===== src/rtl/sd_sacq_decoder.sv =====
`default_nettype none
// ============================================================================
// Module  : sd_sacq_decoder
// Brief   : Acquisition event-word decoder: sync + stability filter, one-hot
//           event edge detection and a sequence FSM driving switch/gate flags.
// Revision: 1.0 - initial release
// ============================================================================
module sd_sacq_decoder #(
    parameter int FILT_LEN = 2,
    parameter int ECHO_MAX = 1023
) (
    input  logic        clk_sys,
    input  logic        rst_n,
    input  logic [10:0] code_in,
    input  logic        code_en,
    output logic        sw_open,
    output logic        acq_gate,
    output logic        ch_sel,
    output logic        acq_phase,
    output logic [9:0]  echo_cnt,
    output logic        seq_done,
    output logic        code_err
);

    localparam logic [2:0] c_FILT_TGT = 3'(FILT_LEN - 1);
    localparam logic [2:0] c_STAB_MAX = 3'd7;
    localparam logic [9:0] c_ECHO_MAX = 10'(ECHO_MAX);

    typedef enum logic [2:0] {
        S_IDLE  = 3'd0,
        S_ARMED = 3'd1,
        S_OPEN  = 3'd2,
        S_ACQ   = 3'd3,
        S_LONG  = 3'd4
    } state_t;

    // ------------------------------------------------------------------
    // Input synchroniser and stability filter
    // ------------------------------------------------------------------
    logic [10:0] r_code_s1;
    logic [10:0] r_code_s2;
    logic [2:0]  r_stab;
    logic [10:0] r_code_f;
    logic        r_f0_d;
    logic [6:0]  r_ev_d;
    logic        r_f_upd;

    logic [2:0]  w_stab_nxt;
    logic        w_f_load;

    // The counter tracks the value about to enter code_s2, so code_f can
    // take it on the same edge the required run length is reached.
    always_comb begin
        w_stab_nxt = 3'd0;
        if (r_code_s1 == r_code_s2) begin
            w_stab_nxt = (r_stab == c_STAB_MAX) ? c_STAB_MAX : r_stab + 3'd1;
        end
        w_f_load = (w_stab_nxt == c_FILT_TGT);
    end

    always_ff @(posedge clk_sys or negedge rst_n) begin
        if (!rst_n) begin
            r_code_s1 <= 11'd0;
            r_code_s2 <= 11'd0;
            r_stab    <= 3'd0;
            r_code_f  <= 11'd0;
            r_f0_d    <= 1'b0;
            r_ev_d    <= 7'd0;
            r_f_upd   <= 1'b0;
        end else begin
            r_code_s1 <= code_in;
            r_code_s2 <= r_code_s1;
            r_stab    <= w_stab_nxt;
            if (w_f_load) begin
                r_code_f <= r_code_s1;
            end
            r_f0_d    <= r_code_f[0];
            r_ev_d    <= r_code_f[10:4];
            r_f_upd   <= w_f_load && (r_code_s1 != r_code_f);
        end
    end

    // ------------------------------------------------------------------
    // Edge detection
    // ------------------------------------------------------------------
    logic       w_rise0;
    logic       w_fall0;
    logic       w_ev_ok;
    logic [6:0] w_ev;

    always_comb begin
        w_rise0 = r_code_f[0] & ~r_f0_d;
        w_fall0 = ~r_code_f[0] & r_f0_d;
        w_ev_ok = ((r_code_f[10:4] & (r_code_f[10:4] - 7'd1)) == 7'd0);
        w_ev    = w_ev_ok ? (r_code_f[10:4] & ~r_ev_d) : 7'd0;
    end

    // ------------------------------------------------------------------
    // Sequence FSM
    // ------------------------------------------------------------------
    state_t     r_state;
    logic       r_sw_open;
    logic       r_acq_gate;
    logic       r_ch_sel;
    logic       r_acq_phase;
    logic [9:0] r_echo_cnt;
    logic       r_seq_done;
    logic       r_code_err;

    state_t     w_state_nxt;
    logic       w_sw_nxt;
    logic       w_gate_nxt;
    logic       w_ch_nxt;
    logic       w_phase_nxt;
    logic [9:0] w_echo_nxt;
    logic       w_done_nxt;
    logic       w_err_nxt;
    logic [9:0] w_echo_inc;

    always_comb begin
        w_echo_inc  = (r_echo_cnt == c_ECHO_MAX) ? r_echo_cnt : r_echo_cnt + 10'd1;
        w_state_nxt = r_state;
        w_sw_nxt    = r_sw_open;
        w_gate_nxt  = r_acq_gate;
        w_ch_nxt    = r_ch_sel;
        w_phase_nxt = r_acq_phase;
        w_echo_nxt  = r_echo_cnt;
        w_done_nxt  = 1'b0;
        w_err_nxt   = r_f_upd & ~w_ev_ok;

        if (!code_en) begin
            w_state_nxt = S_IDLE;
            w_sw_nxt    = 1'b0;
            w_gate_nxt  = 1'b0;
            w_ch_nxt    = 1'b0;
            w_phase_nxt = 1'b0;
        end else if ((r_state != S_IDLE) && w_fall0) begin
            w_state_nxt = S_IDLE;
            w_sw_nxt    = 1'b0;
            w_gate_nxt  = 1'b0;
            w_ch_nxt    = 1'b0;
            w_phase_nxt = 1'b0;
            w_done_nxt  = 1'b1;
        end else begin
            case (r_state)
                S_IDLE: begin
                    w_sw_nxt    = 1'b0;
                    w_gate_nxt  = 1'b0;
                    w_ch_nxt    = 1'b0;
                    w_phase_nxt = 1'b0;
                    if (w_rise0) begin
                        w_state_nxt = S_ARMED;
                        w_ch_nxt    = r_code_f[1];
                        w_echo_nxt  = 10'd0;
                    end
                end
                S_ARMED: begin
                    if (w_ev[0]) begin
                        w_state_nxt = S_OPEN;
                        w_sw_nxt    = 1'b1;
                    end else if (w_ev[3]) begin
                        w_state_nxt = S_LONG;
                        w_sw_nxt    = 1'b1;
                    end
                end
                S_OPEN: begin
                    if (w_ev[1]) begin
                        w_state_nxt = S_ACQ;
                        w_gate_nxt  = 1'b1;
                        w_phase_nxt = r_code_f[2];
                        w_echo_nxt  = w_echo_inc;
                    end
                end
                S_ACQ: begin
                    if (w_ev[2]) begin
                        w_gate_nxt = 1'b0;
                        if (r_code_f[3]) begin
                            w_state_nxt = S_LONG;
                        end else begin
                            w_state_nxt = S_ARMED;
                            w_sw_nxt    = 1'b0;
                        end
                    end
                end
                S_LONG: begin
                    if (w_ev[4]) begin
                        w_state_nxt = S_ARMED;
                        w_sw_nxt    = 1'b0;
                        w_gate_nxt  = 1'b0;
                    end else if (w_ev[5]) begin
                        w_gate_nxt = 1'b1;
                        w_echo_nxt = w_echo_inc;
                    end else if (w_ev[6]) begin
                        w_gate_nxt = 1'b0;
                    end
                end
                default: begin
                    w_state_nxt = S_IDLE;
                    w_sw_nxt    = 1'b0;
                    w_gate_nxt  = 1'b0;
                    w_ch_nxt    = 1'b0;
                    w_phase_nxt = 1'b0;
                end
            endcase
        end
    end

    always_ff @(posedge clk_sys or negedge rst_n) begin
        if (!rst_n) begin
            r_state     <= S_IDLE;
            r_sw_open   <= 1'b0;
            r_acq_gate  <= 1'b0;
            r_ch_sel    <= 1'b0;
            r_acq_phase <= 1'b0;
            r_echo_cnt  <= 10'd0;
            r_seq_done  <= 1'b0;
            r_code_err  <= 1'b0;
        end else begin
            r_state     <= w_state_nxt;
            r_sw_open   <= w_sw_nxt;
            r_acq_gate  <= w_gate_nxt;
            r_ch_sel    <= w_ch_nxt;
            r_acq_phase <= w_phase_nxt;
            r_echo_cnt  <= w_echo_nxt;
            r_seq_done  <= w_done_nxt;
            r_code_err  <= w_err_nxt;
        end
    end

    assign sw_open   = r_sw_open;
    assign acq_gate  = r_acq_gate;
    assign ch_sel    = r_ch_sel;
    assign acq_phase = r_acq_phase;
    assign echo_cnt  = r_echo_cnt;
    assign seq_done  = r_seq_done;
    assign code_err  = r_code_err;

endmodule
`default_nettype wire


===== config.mk =====
export PLATFORM = sky130hd
export DESIGN_NAME = sd_sacq_decoder
export DESIGN_NICKNAME = d
export VERILOG_FILES = /design/src/rtl/sd_sacq_decoder.sv
export SDC_FILE = /design/constraint.sdc
export NUM_CORES = 1
export LEC_CHECK = 0
export BUFFER_PORTS_ARGS = -buffer_cell sky130_fd_sc_hd__buf_2
export CORE_ASPECT_RATIO = 0.8
export CORE_MARGIN = 4
export CORE_UTILIZATION = 35
export DETAILED_ROUTE_END_ITERATION = 8
export PLACE_DENSITY_LB_ADDON = 0.25
export SLEW_MARGIN = 10
export SYNTH_ARGS = -nofsm -noshare
export SYNTH_HDL_FRONTEND = slang
export SYNTH_SLANG_ARGS = --single-unit

===== constraint.sdc =====
create_clock -name clk_sys -period 3.1 [get_ports clk_sys]
set_input_delay 0.775 -clock clk_sys [delete_from_list [all_inputs] [get_ports clk_sys]]
set_output_delay 0.775 -clock clk_sys [all_outputs]
set_load 0.02 [all_outputs]

---- After elaboration in Yosys (flattened, before gate mapping) ----
Cells that the tools add are included.
storage, ports and cells
  output and inout bits ................... 16
  flip-flop bits (word level) ............. 64
  word-level logic and storage cells ...... 110
operators by class
  add/sub/neg operators ................... 3
  bitwise operators ....................... 10
  multiplexer cells ....................... 45
  reduce and logical (&&, ||, !) cells .... 13
  equal/unequal tests ..................... 24
operator list
  cell                                                                   number
  10-bit two-way mux                                                     5
  3-bit two-way mux                                                      11
  10-bit case mux with 3 select lines                                    1
  1-bit two-way mux                                                      22
  4-bit != test, second input constant                                   5
  3-bit case mux with 5 select lines                                     1
  7-bit AND                                                              2
  11-bit equality test                                                   1
  11-bit != test                                                         1
  10-bit by 1-bit adder with 10-bit output, second input constant        1
  10-bit equality test, second input constant                            1
  5-bit AND reduction                                                    2
  2-bit != test, second input constant                                   4
  1-bit case mux with 4 select lines                                     2
  7-bit logical NOT                                                      1
  7-bit two-way mux                                                      1
  7-bit NOT                                                              1
  7-bit AND reduction                                                    1
  7-bit by 1-bit subtractor with 7-bit output, second input constant     1
  3-bit by 1-bit equality test with 1-bit output, second input constant  2
  3-bit by 2-bit equality test with 1-bit output, second input constant  2
  3-bit equality test, second input constant                             2
  3-bit by 2-bit != test with 1-bit output, second input constant        2
  3-bit != test, second input constant                                   2
  other kinds (13)                                                       21

---- Depth between registers and ports, before layout ----
Gate-level depths: netlist of the first run.
  depth in word-level cells ............... 10
  gate-level depth with buffers ........... 8

---- Worst setup path before layout of the first run ----
Ideal clock, no wire load.
  kind .................................... register -> register
  from .................................... reg r_code_f[6]
  to ...................................... reg r_echo_cnt[9], in the netlist echo_cnt[9]
  arrival ................................. 2.210 ns
  period minus slack after synthesis ...... 2.287 ns
  buffers on the path ..................... 1
  slack ................................... 0.813 ns
  library setup time ...................... 0.077 ns
  stages on the path, launching flop included .. 8
  cell sequence ........................... dfrtp_1 buf_6 or3_4 or4_4 nand2_4 nand3_2 or4_1 a21oi_1
between the ends
  longest elaborated chain between the ends .. 6
  elaborated cells between the ends (all ways) .. 8
  those cells by class .................... add/sub (1); eq/ne (3); mux (1); bitwise (1); reduce/logical (2)
RTL lines
  item                                         RTL line  text
  start, declared                              43        logic [10:0] r_code_f;
  start signal, assigned                       75        r_code_f <= r_code_s1;
  7-bit by 1-bit subtractor with 7-bit output  94        w_ev_ok = ((r_code_f[10:4] & (r_code_f[10:4] - 7'd1)) == 7'd0);
  7-bit AND (*)                                94
  7-bit logical NOT (*)                        94
  7-bit two-way mux (*)                        95        w_ev = w_ev_ok ? (r_code_f[10:4] & ~r_ev_d) : 7'd0;
  2-bit != test (no line)                      --
  7-bit AND reduction (no line) (*)            --
  end signal, assigned                         224       r_echo_cnt <= w_echo_nxt;
  end, declared                                106       logic [9:0] r_echo_cnt;
Mark *: on every way between the ends. The rest lies on a longest branch, timed or not.
A chain may end at the register's enable or synchronous reset.

---- Worst setup path after layout of the first run ----
  from .................................... reg r_code_f[6]
  to ...................................... reg r_echo_cnt[8], in the netlist echo_cnt[8]
Same word-level chain as after synthesis.

==> flow_summary.yaml, run 1 <==
status:
  status: "finished clean"
synthesis:
  ys_warn_count: 0
  synth.distinct_cells: 50
  synth_top_cell_area_share_pct: 54.6
  ys_ff_latch: 64
  synth_fp_nets: 278
  synth_top_area_cell: "dfrtp_1"
  synth_area_um2: 2930
  synth_edf_count: 0
  async_reset_ff_share_pct: 100
  synth_seq_area_share_pct: 54.6
  synth_top_flop_cell: "dfrtp_1"
  syn_inst: 262
  ys_top_cells_by_area: "dfrtp_1 (55%), xor2_1 (6.9%), mux2_1 (2.3%)"
  syn_avg_cell_area_um2: 11.2
power_and_ir_drop:
  p_int_mw: 1.20
  pwr-share-seq_pct: 53.8
  clkPwrFrac_pct: 37.4
  p_leak_nw: 1.56
  p_sw_uw: 454
  combPwrFrac_pct: 8.7
  ir_drop_mv: 0.257
  netSwitchingFraction_pct: 27.4
  powerDensity_nw_per_um2: 494
critical_path:
  reg2regPathDepth: 6
  slowest_stage: "or4_4"
  critPathLaunch: "r_code_f[6]"
  critical_path.cell_chain: "or3_4 -> or4_4 -> nand2_4 -> nand4b_4 -> or4_1 -> a21oi_1"
  cp.arrival_ps: 2750
  cp.depth: 6
  cp-end-kind: "register"
  cp_top_family: "simple AND/OR/NAND/NOR gates"
  path_buf_inv: 0
  path_class: "reg -> reg"
  r2r_start: "r_code_f[6]"
  worstPathRequired_ps: 3370
  cpPeakStageDelay_ps: 530
  path_max_fanout: 14
  critPathLaunchType: "register"
detailed_routing:
  totalWireLength_um: 6150
  post_drt_wl_per_cell_um: 15.1
  ant_nets: 0
  drt_first_pass_iters: 4
  viasPerCell: 5.09
  num_vias: 2070
  drc_errors: 0
  drtIter0Drc: 90
global_route:
  antenna_found_initial: 0
  grt_overflow: 0
  grt_usage_pct: 13.6
  grt_pass1_wl_um: 10300
  grt_max_degree: 25
  grt_pass1_vias: 2026
cells_and_area:
  synthToLayoutAreaGrowth_pct: 14.6
  antenna_cells: 0
  nFillCells: 817
  nets: 311
  final_cell_mix: "dfrtp_1 (64), buf_2 (29), xor2_1 (23)"
  final_common_cell: "dfrtp_1"
  final_layout_size_suffix_gt1_share_pct: 20.4
cts:
  clkSinkCount: 64
  cts_resized: 0
  postCtsHoldBufs: 0
  clk_pin_slew_worst_paths_ps: 70
  post-cts-setup-buffers: 0
  root_buffer: "clkbuf_8"
  worst_skew_pair.late_latency_ps: 340
  numCtsBuffers: 9
  cts_tree: "built"
  h-tree-depth: 3
  clockBufferDepth: 2
timing:
  layout_setup_ws_ps: 625
  period_needed_ps: 2480
  slew_headroom_pct: 56.4
  period_share_pct: 79.8
  final_max_slew_viol_count: 0
  rsz0062_at_grt: "no"
  fmax_mhz: 404
  worstMarginPinSlew_ps: 645
  finClkSkew_ps: 6.84
  finalHoldViolCount: 0
  finalSetupTns_ps: 0
  setup_viol: 0
floorplanning:
  die_y_um: 89.9
  rows: 29
  die_w_um: 110
  start_util_pct: 36.4
  dieArea_um2: 9910
  coreArea_um2: 8060
  io_pins: 30
flow_run:
  max-cap-violations: 0
placed_design:
  place.gp.congestion: 0.861
  pre_cts_slack_ps: 644
  post-dp-hpwl_um: 4450
  portBuffers: 29
hold_path:
  min_path_type: "in -> async"
## worst register-to-register path, delay by kind of cell (launching register included)
kind	cells	cell delay [ps]
simple gates	5	1790
flops	1	480
compound gates	1	150
## cell families after synthesis
logic type               Yosys count  synth area share [%]
AO/OA/AOI/OAI                     52                  12.0
multiplexers                      12                  4.57
adder cells (fa/ha/maj)            4                  1.54
XOR/XNOR                          23                  6.87
AND/OR/NAND/NOR                   88                  17.7
flip-flops                        64                  54.6
buffers and inverters             19                  2.77
## through the flow
step           cells  hold WS (ps)  total power [mW]  utilization, %  instance area [µm²]
6_report         407           411              1.66            41.7                 3360
5_1_grt          407           441              1.75            41.7                 3360
4_1_cts          407           416              1.69            41.7                 3360
3_5_place_dp     392           452              1.06            39.6                 3190
3_3_place_gp     392           449              1.05            39.6                 3190
2_1_floorplan    262           349             0.997               -                 2930
## area by class of cell
class | count | area, µm² | share of cell area, %
tap | 108 | 135 | 4.02
clock inverter | 6 | 47.5 | 1.42
sequential | 64 | 1600 | 47.7
timing repair buffer | 32 | 168 | 4.99
inverter | 9 | 33.8 | 1.01
multi-input combinational | 179 | 1250 | 37.2
clock buffer | 9 | 124 | 3.69
## cell usage after synthesis (4+ instances only)
master     n
a211oi_1   4
a21oi_1   11
and3_1     5
clkbuf_1   5
dfrtp_1   64
inv_1      9
mux2_1     6
mux2_2     5
nand2_1   13
nand2b_1   7
nand3_1    7
nor2_1    12
nor2b_1    5
nor3_1    10
nor4_1     7
o21ai_0   10
o21ai_1    7
o31ai_1    5
or4_1      5
xor2_1    23
## path summary, 6_finish.rpt
check                           slack [ps]       endpoint
max in group asynchronous             2000    r_code_f[7]
worst max register to register         620    echo_cnt[8]
worst max-delay path                   620    echo_cnt[8]
worst min-delay path                   410       acq_gate
min in group clk_sys                   470  r_code_s2[10]
worst min register to register         470  r_code_s2[10]
## metal layers
metal	global-route usage [%]	wire length [µm]	vias to the layer above
met5	0	0	-
met4	5.54	118	0
met3	4.87	374	10
met2	17.4	2490	57
met1	20.4	3170	989
li1	-	-	1014
## state kept, by name, indices dropped and copies added, names as in the netlist, 3 cells and up
name	cells
echo_cnt	10
r_code_f	11
r_code_s1	11
r_code_s2	11
r_ev_d	7
r_stab	3
r_state	3
## power by group through the flow
stage	combinational [mW]	sequential, mW	clock, mW
6_report	0.145	0.893	0.621
3_3_place_gp	0.145	0.909	0
5_1_grt	0.166	0.898	0.690
2_1_floorplan	0.0996	0.897	0
3_5_place_dp	0.146	0.910	0
4_1_cts	0.146	0.894	0.651
(Power assumes the default switching activity.)
==> inputs of run 2 (changes only) <==
Clock period 3.1 ns to 2.1 ns, I/O delays scaled along.
==> flow_summary.yaml, run 2 (synthesized netlist as in run 1, its figures left out) <==
floorplanning:
  start_util_pct: 36.4
  coreArea_um2: 8060
  die_y_um: 89.9
  dieArea_um2: 9910
  rows: 29
  die_w_um: 110
  io_pins: 30
critical_path:
  reg2regPathDepth: 6
  path_max_fanout: 7
  cp-end-kind: "register"
  worstPathRequired_ps: 2380
  cp.arrival_ps: 2410
  path_class: "reg -> reg"
  r2r-end: "echo_cnt[8]"
  r2r_start: "r_code_f[7]"
  critPathLaunchType: "register"
  r2r_setup_slack_ps: -30
cells_and_area:
  reg_top3: "r_code_f x11, r_code_s1 x11, r_code_s2 x11"
  synthToLayoutAreaGrowth_pct: 31.8
  nets: 353
  nFillCells: 767
  final_common_cell: "dfrtp_1"
  final_cell_mix: "dfrtp_1 (61), buf_4 (41), buf_2 (29)"
  post-route-util_pct: 48.0
  stdcell_count: 450
  final_layout_size_suffix_gt1_share_pct: 36.5
  antenna_cells: 0
timing:
  finalHoldViolCount: 0
  slew_headroom_pct: 68.9
  finalSetupTns_ps: -55.7
  layout_setup_ws_ps: -32.1
  rsz0062_at_grt: "yes"
  final_max_slew_viol_count: 0
  worstMarginPinSlew_ps: 462
  period_needed_ps: 2130
  finClkSkew_ps: 7.31
  period_share_pct: 102
  fmax_mhz: 469
  setup_viol: 2
global_route:
  grtUsageMet1_pct: 21.4
  grt_pass1_wl_um: 10800
  top_usage_layer: "met1"
  grt_overflow: 0
  grt_max_degree: 65
  grt_pass1_vias: 2150
  met3_usage_pct: 4.37
  grt_usage_pct: 14.3
  use_met2_pct: 19.2
  antenna_found_initial: 0
detailed_routing:
  drt_first_pass_iters: 4
  num_vias: 2253
  drtIter0Drc: 102
  viasPerCell: 5.01
  drc_errors: 0
  ant_nets: 0
  post_drt_wl_per_cell_um: 15.0
  totalWireLength_um: 6770
power_and_ir_drop:
  ir_drop_mv: 0.379
  powerDensity_nw_per_um2: 731
  p_leak_nw: 1.85
cts:
  cts_tree: "built"
  clockBufferDepth: 2
  h-tree-depth: 3
  clkSinkCount: 64
  worst_skew_pair.late_latency_ps: 350
  postCtsHoldBufs: 0
  clk_pin_slew_worst_paths_ps: 70
  numCtsBuffers: 9
  root_buffer: "clkbuf_8"
status:
  failed_checks: "setup timing"
  status: "finished with violations"
flow_run:
  max-cap-violations: 0
hold_path:
  min_path_type: "in -> async"
placed_design:
  place.gp.congestion: 0.871
  portBuffers: 29
  post-dp-hpwl_um: 4890
  pre_cts_slack_ps: -96.1
  dp.cells: 429
[run 2: worst max-delay path by stage]
stage,to,depth (start not counted),start,slack (ps)
CTS,echo_cnt[8],6,r_code_f[6],-30
floorplan,echo_cnt[6],7,r_code_f[6],-30
global route,echo_cnt[6],6,r_code_f[6],-110
finish,echo_cnt[8],6,r_code_f[7],-30
global placement,acq_gate,6,r_code_f[6],-80
detailed placement,acq_gate,6,r_code_f[6],-100
[run 2: where the power goes]
group	internal (mW)	total, mW	leakage (nW)	switching (mW)
combinational	0.140	0.296	0.906	0.157
sequential	1.27	1.31	0.837	0.0409
clock	0.704	1.22	0.109	0.516
total	2.11	2.83	1.85	0.713
[run 2: through the flow]
stage / instance area (µm²) / hold slack (ps) / power [mW]
2_1_floorplan: 2950 / 229 / 1.47
3_3_place_gp: 3490 / 480 / 1.61
3_5_place_dp: 3490 / 483 / 1.61
4_1_cts: 3750 / 186 / 2.84
5_1_grt: 3860 / 202 / 2.95
6_report: 3860 / 167 / 2.83
[run 2: area by class of cell]
type                       count  area [µm²]  share of cell area, %
sequential                    64        1610                   41.5
clock inverter                 6        92.6                   2.40
tap                          108         135                   3.50
clock buffer                  10         138                   3.56
multi-input combinational    180        1370                   35.3
timing repair buffer          73         495                   12.8
inverter                       9        33.8                  0.874
[run 2: what timing repair did]
action | 4_1_cts | 5_1_grt
setup buffers | 3 | 1
pin swaps | 1 | 3
gates cloned | 0 | 1
gates resized for setup | 1 | 25
setup endpoints to repair | 4 | 20
[run 2: routing by layer]
| metal | wire length, µm | part of all wire, % | vias to the layer above |
|---|---|---|---|
| li1 | - | - | 1100 |
| met1 | 3360 | 50 | 1094 |
| met2 | 2970 | 44 | 55 |
| met3 | 390 | 5.8 | 4 |
| met4 | 46 | 0.68 | 0 |
| met5 | 0 | 0 | - |
[run 2: critical path: stages, from the launching register on]
cell,delay (ps)
dfrtp_1,410
or3_4,390
or4_4,460
nand2_4,110
nand4b_4,140
or4_4,440
a21oi_2,120
==> inputs of run 3 (changes only) <==
Settings changed: TNS_END_PERCENT set to 20.
==> flow_summary.yaml, run 3 (synthesized netlist as in run 1, its figures left out) <==
detailed_routing:
  drtIter0Drc: 130
  drc_errors: 0
  totalWireLength_um: 6400
  ant_nets: 0
  drt_first_pass_iters: 4
  num_vias: 2208
  post_drt_wl_per_cell_um: 14.4
  viasPerCell: 4.96
timing:
  period_share_pct: 101
  worstMarginPinSlew_ps: 509
  finClkSkew_ps: 7.29
  finalHoldViolCount: 0
  fmax_mhz: 471
  rsz0062_at_grt: "yes"
  slew_headroom_pct: 65.8
  finalSetupTns_ps: -34.0
  final_max_slew_viol_count: 0
  setup_viol: 2
  period_needed_ps: 2120
  layout_setup_ws_ps: -22.3
power_and_ir_drop:
  p_sw_uw: 708
  clkPwrFrac_pct: 37.7
  p_int_mw: 1.83
  report.power.total_mw: 2.54
  powerDensity_nw_per_um2: 683
  ir_drop_mv: 0.429
  p_leak_nw: 1.80
  netSwitchingFraction_pct: 27.9
  pwr-share-seq_pct: 51.4
  combPwrFrac_pct: 10.9
critical_path:
  cp.arrival_ps: 2390
  critPathLaunchType: "register"
  worstPathRequired_ps: 2370
  path_max_fanout: 6
  cp-end-kind: "register"
  path_class: "reg -> reg"
cells_and_area:
  reg_top3: "r_code_f x11, r_code_s1 x11, r_code_s2 x11"
  final_common_cell: "dfrtp_1"
  post-route-util_pct: 46.2
  final_cell_mix: "dfrtp_1 (64), buf_4 (38), buf_2 (29)"
  final_layout_size_suffix_gt1_share_pct: 32.6
  nets: 348
  antenna_cells: 0
  synthToLayoutAreaGrowth_pct: 26.9
global_route:
  grt_usage_pct: 13.8
  met3_usage_pct: 4.08
  grt_overflow: 0
  use_met2_pct: 17.4
  grt_max_degree: 65
  grt_pass1_wl_um: 10500
  antenna_found_initial: 0
  grtUsageMet1_pct: 21.8
  top_usage_layer: "met1"
  grt_pass1_vias: 2045
floorplanning:
  start_util_pct: 36.4
  io_pins: 30
  dieArea_um2: 9910
  die_y_um: 89.9
  rows: 29
  coreArea_um2: 8060
  die_w_um: 110
cts:
  h-tree-depth: 3
  root_buffer: "clkbuf_8"
  postCtsHoldBufs: 0
  cts_tree: "built"
  numCtsBuffers: 9
  clockBufferDepth: 2
  worst_skew_pair.late_latency_ps: 340
  clk_pin_slew_worst_paths_ps: 80
  clkSinkCount: 64
status:
  failed_checks: "setup timing"
  status: "finished with violations"
placed_design:
  post-dp-hpwl_um: 4640
  place.gp.congestion: 0.885
  portBuffers: 29
flow_run:
  max-cap-violations: 0
hold_path:
  min_path_type: "in -> async"
run 3: cell count changes in the layout (fill, tap and decap cells not counted), moves of 2 or more:
cell	delta
buf_4	-3
bufinv_16	-2
dfrtp_1	+3
dfrtp_2	-3
inv_6	+2
o21ai_0	+2
o21ai_2	-3
or4b_4	-2
run 3: final timing paths:
check,to,cells after the start,startpoint,slack [ps]
max,echo_cnt[8],6,r_code_f[7],-20
min,seq_done,2,rst_n,170
min in group clk_sys,r_code_s1[10],1,code_in[10],280
min reg2reg,code_err,2,r_f_upd,470
max in group asynchronous,r_code_f[2],2,rst_n,1630
max reg2reg,echo_cnt[8],6,r_code_f[7],-20
run 3: cell type report:
class                      instances  area [µm²]
sequential                        64        1600
fill                             782        4340
clock inverter                     7        55.1
clock buffer                       9         124
multi-input combinational        179        1310
timing repair buffer              69         462
tap                              108         135
inverter                           9        33.8
run 3: through the flow:
| step | hold WS (ps) | area, µm² | worst slack (ps) | std cells |
|---|---|---|---|---|
| finish | 173 | 3720 | -22.3 | 445 |
| global route | 188 | 3720 | -108 | 445 |
| CTS | 185 | 3650 | -18.4 | 443 |
| detailed placement | 465 | 3450 | -7.86 | 424 |
| global placement | 460 | 3450 | 17.7 | 424 |
| floorplan | 229 | 2950 | -27.4 | 262 |
run 3: power by group through the flow:
stage          registers (mW)  logic, mW  clock network (mW)
3_5_place_dp             1.33      0.268                   0
4_1_cts                  1.31      0.272               0.990
3_3_place_gp             1.33      0.267                   0
5_1_grt                  1.31      0.311                1.05
6_report                 1.31      0.277               0.956
2_1_floorplan            1.32      0.150                   0
run 3: what timing repair did:
action,4_1_cts,5_1_grt
buffers inserted,3,2
gates resized for setup,0,12
pin swaps,0,1
endpoints found under the setup margin,5,19
run 3: worst max-delay path, cell delays in order, from the launching register on:
cell and delay [ps]:
dfrtp_1 400, or3_4 380, or4_4 460, nand2_4 110, nand4b_4 140, or4_4 430, a21oi_1 130
run 3: per-layer routing:
metal	up-vias	share of wire [%]	wire (µm)
met5	-	0	0
met4	0	0.86	55
met3	6	4.8	308
met2	54	42	2660
met1	1053	53	3370
li1	1095	-	-
